==> src/rtl/johnson_4_pkg.sv <==
// Shared constants for the 4-stage Johnson counter: stage/state counts and the
// legal pattern table in index order, used by both the decoder and its bench.
package johnson_4_pkg;

    localparam int JOHNSON_STAGES = 4;
    localparam int JOHNSON_STATES = 8;

    localparam logic [3:0] JOHNSON_SEQ [JOHNSON_STATES] = '{
        4'b0000, 4'b0001, 4'b0011, 4'b0111,
        4'b1111, 4'b1110, 4'b1100, 4'b1000
    };

    function automatic logic [3:0] johnson_advance(input logic [3:0] state);
        return {state[2:0], ~state[3]};
    endfunction

endpackage

==> src/rtl/johnson_dff.sv <==
// Single ring stage: D flip-flop with asynchronous active-high reset to 0.
module johnson_dff (
    input  logic clk,
    input  logic rst,
    input  logic d,
    output logic q
);

    // Stage storage; q is the bit a bench may force to preload a pattern.
    always_ff @(posedge clk or posedge rst) begin
        if (rst) begin
            q <= 1'b0;
        end else begin
            q <= d;
        end
    end

endmodule

==> src/rtl/johnson_4.sv <==
// 4-stage twisted-ring counter with complement, index and one-hot decode,
// plus illegal-pattern detection that forces the ring back to 0000.
module johnson_4
    import johnson_4_pkg::*;
#(
    parameter int WIDTH = JOHNSON_STAGES
) (
    input  logic             clk,
    input  logic             rst,
    input  logic             en,
    output logic [WIDTH-1:0] q,
    output logic [WIDTH-1:0] qbar,
    output logic [2:0]       state_idx,
    output logic [7:0]       state_dec,
    output logic             illegal
);

    logic [3:0] stage_q;
    logic [3:0] stage_d;
    logic [2:0] idx_s;
    logic [7:0] dec_s;
    logic       illegal_s;

    // Table lookup: a pattern is legal only if it matches one table entry.
    always_comb begin
        idx_s     = 3'd0;
        dec_s     = 8'b0000_0000;
        illegal_s = 1'b1;
        for (int i = 0; i < JOHNSON_STATES; i++) begin
            if (stage_q == JOHNSON_SEQ[i]) begin
                idx_s     = i[2:0];
                dec_s[i]  = 1'b1;
                illegal_s = 1'b0;
            end else begin
                dec_s[i]  = dec_s[i];
            end
        end
    end

    // Recovery from an illegal pattern takes priority over the enable.
    always_comb begin
        stage_d = stage_q;
        if (illegal_s) begin
            stage_d = 4'b0000;
        end else if (en) begin
            stage_d = johnson_advance(stage_q);
        end else begin
            stage_d = stage_q;
        end
    end

    johnson_dff d0 (.clk(clk), .rst(rst), .d(stage_d[0]), .q(stage_q[0]));
    johnson_dff d1 (.clk(clk), .rst(rst), .d(stage_d[1]), .q(stage_q[1]));
    johnson_dff d2 (.clk(clk), .rst(rst), .d(stage_d[2]), .q(stage_q[2]));
    johnson_dff d3 (.clk(clk), .rst(rst), .d(stage_d[3]), .q(stage_q[3]));

    assign q         = stage_q;
    assign qbar      = ~stage_q;
    assign state_idx = idx_s;
    assign state_dec = dec_s;
    assign illegal   = illegal_s;

endmodule

==> config.mk <==
export PLATFORM = sky130hd
export DESIGN_NAME = johnson_4
export DESIGN_NICKNAME = d
export VERILOG_FILES = /design/src/rtl/johnson_4_pkg.sv /design/src/rtl/johnson_dff.sv /design/src/rtl/johnson_4.sv
export SDC_FILE = /design/constraint.sdc
export NUM_CORES = 1
export LEC_CHECK = 0
export ABC_AREA = 1
export CAP_MARGIN = 0
export CORE_AREA = 2 2 39 41
export CTS_CLUSTER_DIAMETER = 200
export DETAILED_ROUTE_END_ITERATION = 8
export DIE_AREA = 0 0 41 43
export GPL_ROUTABILITY_DRIVEN = 0
export PLACE_DENSITY = 0.69
export SLEW_MARGIN = 20
export SYNTH_ARGS = -nofsm -noshare
export SYNTH_HDL_FRONTEND = slang
export SYNTH_SLANG_ARGS = --single-unit
==> constraint.sdc <==
create_clock -name clk -period 1.2 [get_ports clk]
set_input_delay 0.24 -clock clk [delete_from_list [all_inputs] [get_ports clk]]
set_output_delay 0.24 -clock clk [all_outputs]
set_load 0.01 [all_outputs]
* Word level (Yosys, flattened, before mapping)
Cells that the tools add are included.
Operators by class: bitwise operators 2, reductions and logical operators 2, equality and inequality tests 7, mux-type cells 25
Operator list (count):
- 2-to-1 mux 3 bit | 6
- 2-to-1 mux 1 bit | 17
- equality test 4 bit, second input constant | 4
- 2-to-1 mux 4 bit | 2
- equality test 4 x 1 -> 1 bit, second input constant | 1
- equality test 4 x 2 -> 1 bit, second input constant | 1
- equality test 4 x 3 -> 1 bit, second input constant | 1
- zero test 4 bit | 1
- NOT 4 bit | 1
- nonzero test 2 bit | 1
- NOT 1 bit | 1
Storage, ports and cells: register bits 4, logic and storage cells 40, output and inout bits 20

* Logic depth before layout (Yosys ltp)
word-level depth 10, mapped depth 6, mapped depth without buffers 6

* Hierarchy
A second synthesis with hierarchy kept.
Second synthesis, totals: cell total of the unflattened synthesis 56, area, all modules 346.6 um^2
Modules (own cells, without submodules):
- johnson_4 | area an instance 231.5 um^2, instances 1, cells each 48, sequential area each 0.0 um^2
- johnson_dff | area an instance 28.8 um^2, instances 4, cells each 2, sequential area each 25.0 um^2

* Worst setup path after synthesis
OpenSTA, ideal clock, no wires.
path kind register to output, from register d1.q, to output illegal, buffers on the path 0, path slack -0.010 ns, arrival time 0.970 ns, cell stages (with the launch flop) 6, required time 0.960 ns, path through dfrtp_1 -> inv_1 -> nand2_1 -> nand2_1 -> nand2_2 -> nor2_4
On the way: word-level cells in the longest chain between the ends 9, elaborated cells on any way between the ends 16, classes of those cells eq/ne: 7; mux: 8; reduce/logical: 1
RTL lines:
- start: declaration | line johnson_dff.sv:6 | output logic q
- start signal: assignment | line johnson_dff.sv:12 | q <= 1'b0;
- start signal: assignment | line johnson_dff.sv:14 | q <= d;
- zero test 4 bit | line johnson_4.sv:30 | if (stage_q == JOHNSON_SEQ[i]) begin
- 2-to-1 mux 1 bit (7 in a row) | line johnson_4.sv:30
- 2-to-1 mux 1 bit * | line johnson_4.sv:30
- end: declaration | line johnson_4.sv:15 | output logic illegal
Every way passes the cells marked *; elsewhere a longest branch is shown, timed or not.

* Worst setup path in the final report
from register d3.q, to output illegal
On the way: word-level cells in the longest chain between the ends 9, elaborated cells on any way between the ends 16, classes of those cells eq/ne: 7; mux: 8; reduce/logical: 1
RTL lines (line):
- start: declaration | johnson_dff.sv:6
- start signal: assignment | johnson_dff.sv:12
- start signal: assignment | johnson_dff.sv:14
- zero test 4 bit | johnson_4.sv:30
- 2-to-1 mux 1 bit (7 in a row) | johnson_4.sv:30
- 2-to-1 mux 1 bit * | johnson_4.sv:30
Marked as above.

==> flow_summary.ini <==
[timing]
slew_viol_final = 0
timing.final.hold_violations = 0
finalClockSkew_ns = 0.000178
fin_crit_sh_pct = 130
setup_ws_ns = -0.364
fmax_ghz = 0.639
slew_headroom_pct = 82.4
worstMarginPinSlew_ns = 0.263
period_needed_ns = 1.56
setup_viol = 22
holdWs_ns = 0.186
rsz0062_at_grt = true

[status]
outcome = finished with violations
failed_checks = setup timing

[yosys]
ys_seq_area_share_pct = 27.6
syn_area_um2 = 363
postSynthCellCount = 59
synth_top_family_by_area = simple AND/OR/NAND/NOR gates
synth-compound-area-share_pct = 6.90
synth_xor_area_share_pct = 0
synth_nets = 62
avgSynthCellArea_um2 = 6.15
ys_warn_count = 0
yosys.area_share.simple_pct = 41.7
ys_ff_latch = 4
synthAdderAreaFrac_pct = 0
synth_cell_types = 15
synthMuxAreaShare_pct = 0

[route]
routed_via_density = 4.38
post-route-drc-count = 0
wire_per_inst_um = 12.5
vias = 530
initialDrtViolationCount = 2
first_pass_iters = 4
routed_wl_um = 1520
drtAntennaViolNets = 0

[power_and_ir_drop]
worst_ir_drop_vdd_mv = 1.46
p_per_area_nw_per_um2 = 2950
power_mw = 2.62
leakage_nw = 0.499

[finish]
final_nets = 110
syn2layout_area_growth_pct = 145
fillCellCount = 119
diodes = 0
final_util_pct = 64.2
drive_gt1_share_pct = 76.2
seq_area_um2 = 105
multi_input_area_um2 = 234

[flow_run]
max_cap_viol_count = 0

[setup_path]
worst-path-buf-inv = 3
crit_family = flip-flops
start_kind = flip-flop
cp_cell_sequence = buf_6, inv_4, nor2_2, nand2_4, nand2_4, nor2_4, buf_6
worstPathRequired_ns = 0.96
critPathKind = reg -> out
arrival_ns = 1.32
slowest_stage = dfrtp_2
path_max_fanout = 5
critPathMaxStageDelay_ns = 0.45
worstSetupEndpointType = output pin

[grt]
grt_pass1_vias = 511
grt_start_max_net_pins = 9
grtUsageTotal_pct = 18.3
grt_pass1_wl_um = 2190
overflow = 0
antenna_found_initial = 0

[cts]
clock_path_buffers = 2
cts_buffers = 3
cts_sinks = 4
cts_tree = done
insertion_delay_ns = 0.24
path_clk_slew_ns = 0.04
h-tree-depth = 1
hold_buffers = 0
root_buffer = clkbuf_4

[place]
io_buffers = 22
dp_hpwl_um = 771

[floorplanning]
rows = 14
dieHeight_um = 43
io_pins = 23
core_region_area_um2 = 1380
fp.dieW_um = 41
dieArea_um2 = 1760
start_util_pct = 26.2

[hold_path]
hold_path.class = in -> async
[power by group]
group	total, mW	internal, mW	switching, mW
combinational	2.14	1.17	0.975
clock	0.170	0.112	0.0577
sequential	0.309	0.203	0.106
[cells by family (layout without fill, tap and decap cells)]
kind of cell           count (synthesis)  in the layout
DFF                                    4              4
buffers and inverters                 19             65
and+or+nand+nor                       31             31
AOI/OAI and AO/OA                      5              5
[cells in the final DEF (no fill, tap or decap)]
| cell type | instances |
|---|---|
| a21oi_1 | 3 |
| buf_2 | 7 |
| buf_4 | 12 |
| buf_6 | 26 |
| clkbuf_4 | 3 |
| clkdlybuf4s15_2 | 1 |
| clkdlybuf4s50_1 | 2 |
| dfrtp_2 | 4 |
| inv_1 | 5 |
| inv_2 | 7 |
| inv_4 | 2 |
| nand2_1 | 5 |
| nand2_2 | 5 |
| nand2_4 | 2 |
| nand3_1 | 1 |
| nand3_2 | 1 |
| nand4_1 | 1 |
| nor2_1 | 6 |
| nor2_2 | 4 |
| nor2_4 | 6 |
| o21ai_1 | 2 |
[sequential cells by signal (all words and copies together), names as in the netlist]
register  count
d0.q          1
d2.q          1
d1.q          1
d3.q          1
[final cells by class]
class / count / area share, %
inverters: 14 / 6.48
multi-input cells: 36 / 26.3
well taps: 16 / 2.25
clock buffers: 3 / 2.54
flip-flops and latches: 4 / 11.8
repair buffers: 48 / 50.6
[path summary, 6_finish.rpt]
path                       start       to  slack, ns  cells past startpoint
setup reg to reg            d3.q     d3.q      -0.17                      9
min in group clk            d1.q     d2.q       0.74                      3
max in group asynchronous    rst     d1.q       0.85                      2
hold reg to reg             d1.q     d2.q       0.74                      3
setup / recovery            d3.q  illegal      -0.36                      7
hold / removal               rst     d2.q       0.19                      2
[stage by stage]
| step | TNS, ns | worst slack [ns] | cells | area (um2) |
|---|---|---|---|---|
| 2_1_floorplan | 0 | 0.0114 | 59 | 363 |
| 3_3_place_gp | -6.34 | -0.467 | 103 | 652 |
| 3_5_place_dp | -6.58 | -0.473 | 103 | 652 |
| 4_1_cts | -3.17 | -0.287 | 118 | 777 |
| 5_1_grt | -5.25 | -0.403 | 121 | 888 |
| 6_report | -4.28 | -0.364 | 121 | 888 |
[layer usage]
metal	wire length, um	track usage [%]	part of all wire (%)
met5	0	0	0
met1	546	21.8	36
met2	900	30.3	59
met4	19	10.0	1.3
met3	51	1.57	3.4
[Yosys cell counts, drive strengths merged]
| cell | count | area share (%) |
|---|---|---|
| nor2 | 16 | 22 |
| inv | 14 | 14 |
| nand2 | 12 | 15 |
| buf | 4 | 8.3 |
| dfrtp | 4 | 28 |
| a21oi | 3 | 4.1 |
| nand3 | 2 | 2.8 |
| o21ai | 2 | 2.8 |
| clkbuf | 1 | 1.0 |
| nand4 | 1 | 1.7 |
[worst reg2reg max path: stages (launching register included)]
cell     delay [ns]
dfrtp_2        0.45
buf_6          0.14
inv_4          0.04
nor2_2         0.04
nand2_4        0.08
nand2_4        0.07
nor2_4         0.15
buf_4          0.13
buf_6          0.12
nor2_4         0.03
[what timing repair did]
item	4_1_cts	5_1_grt
cloned	0	0
resized for setup	109	25
pin swaps	7	11
endpoints found under the hold margin	0	0
endpoints found under the setup margin	24	24
setup buffers	15	7
No activity file was read; power rests on OpenSTA's default activity.
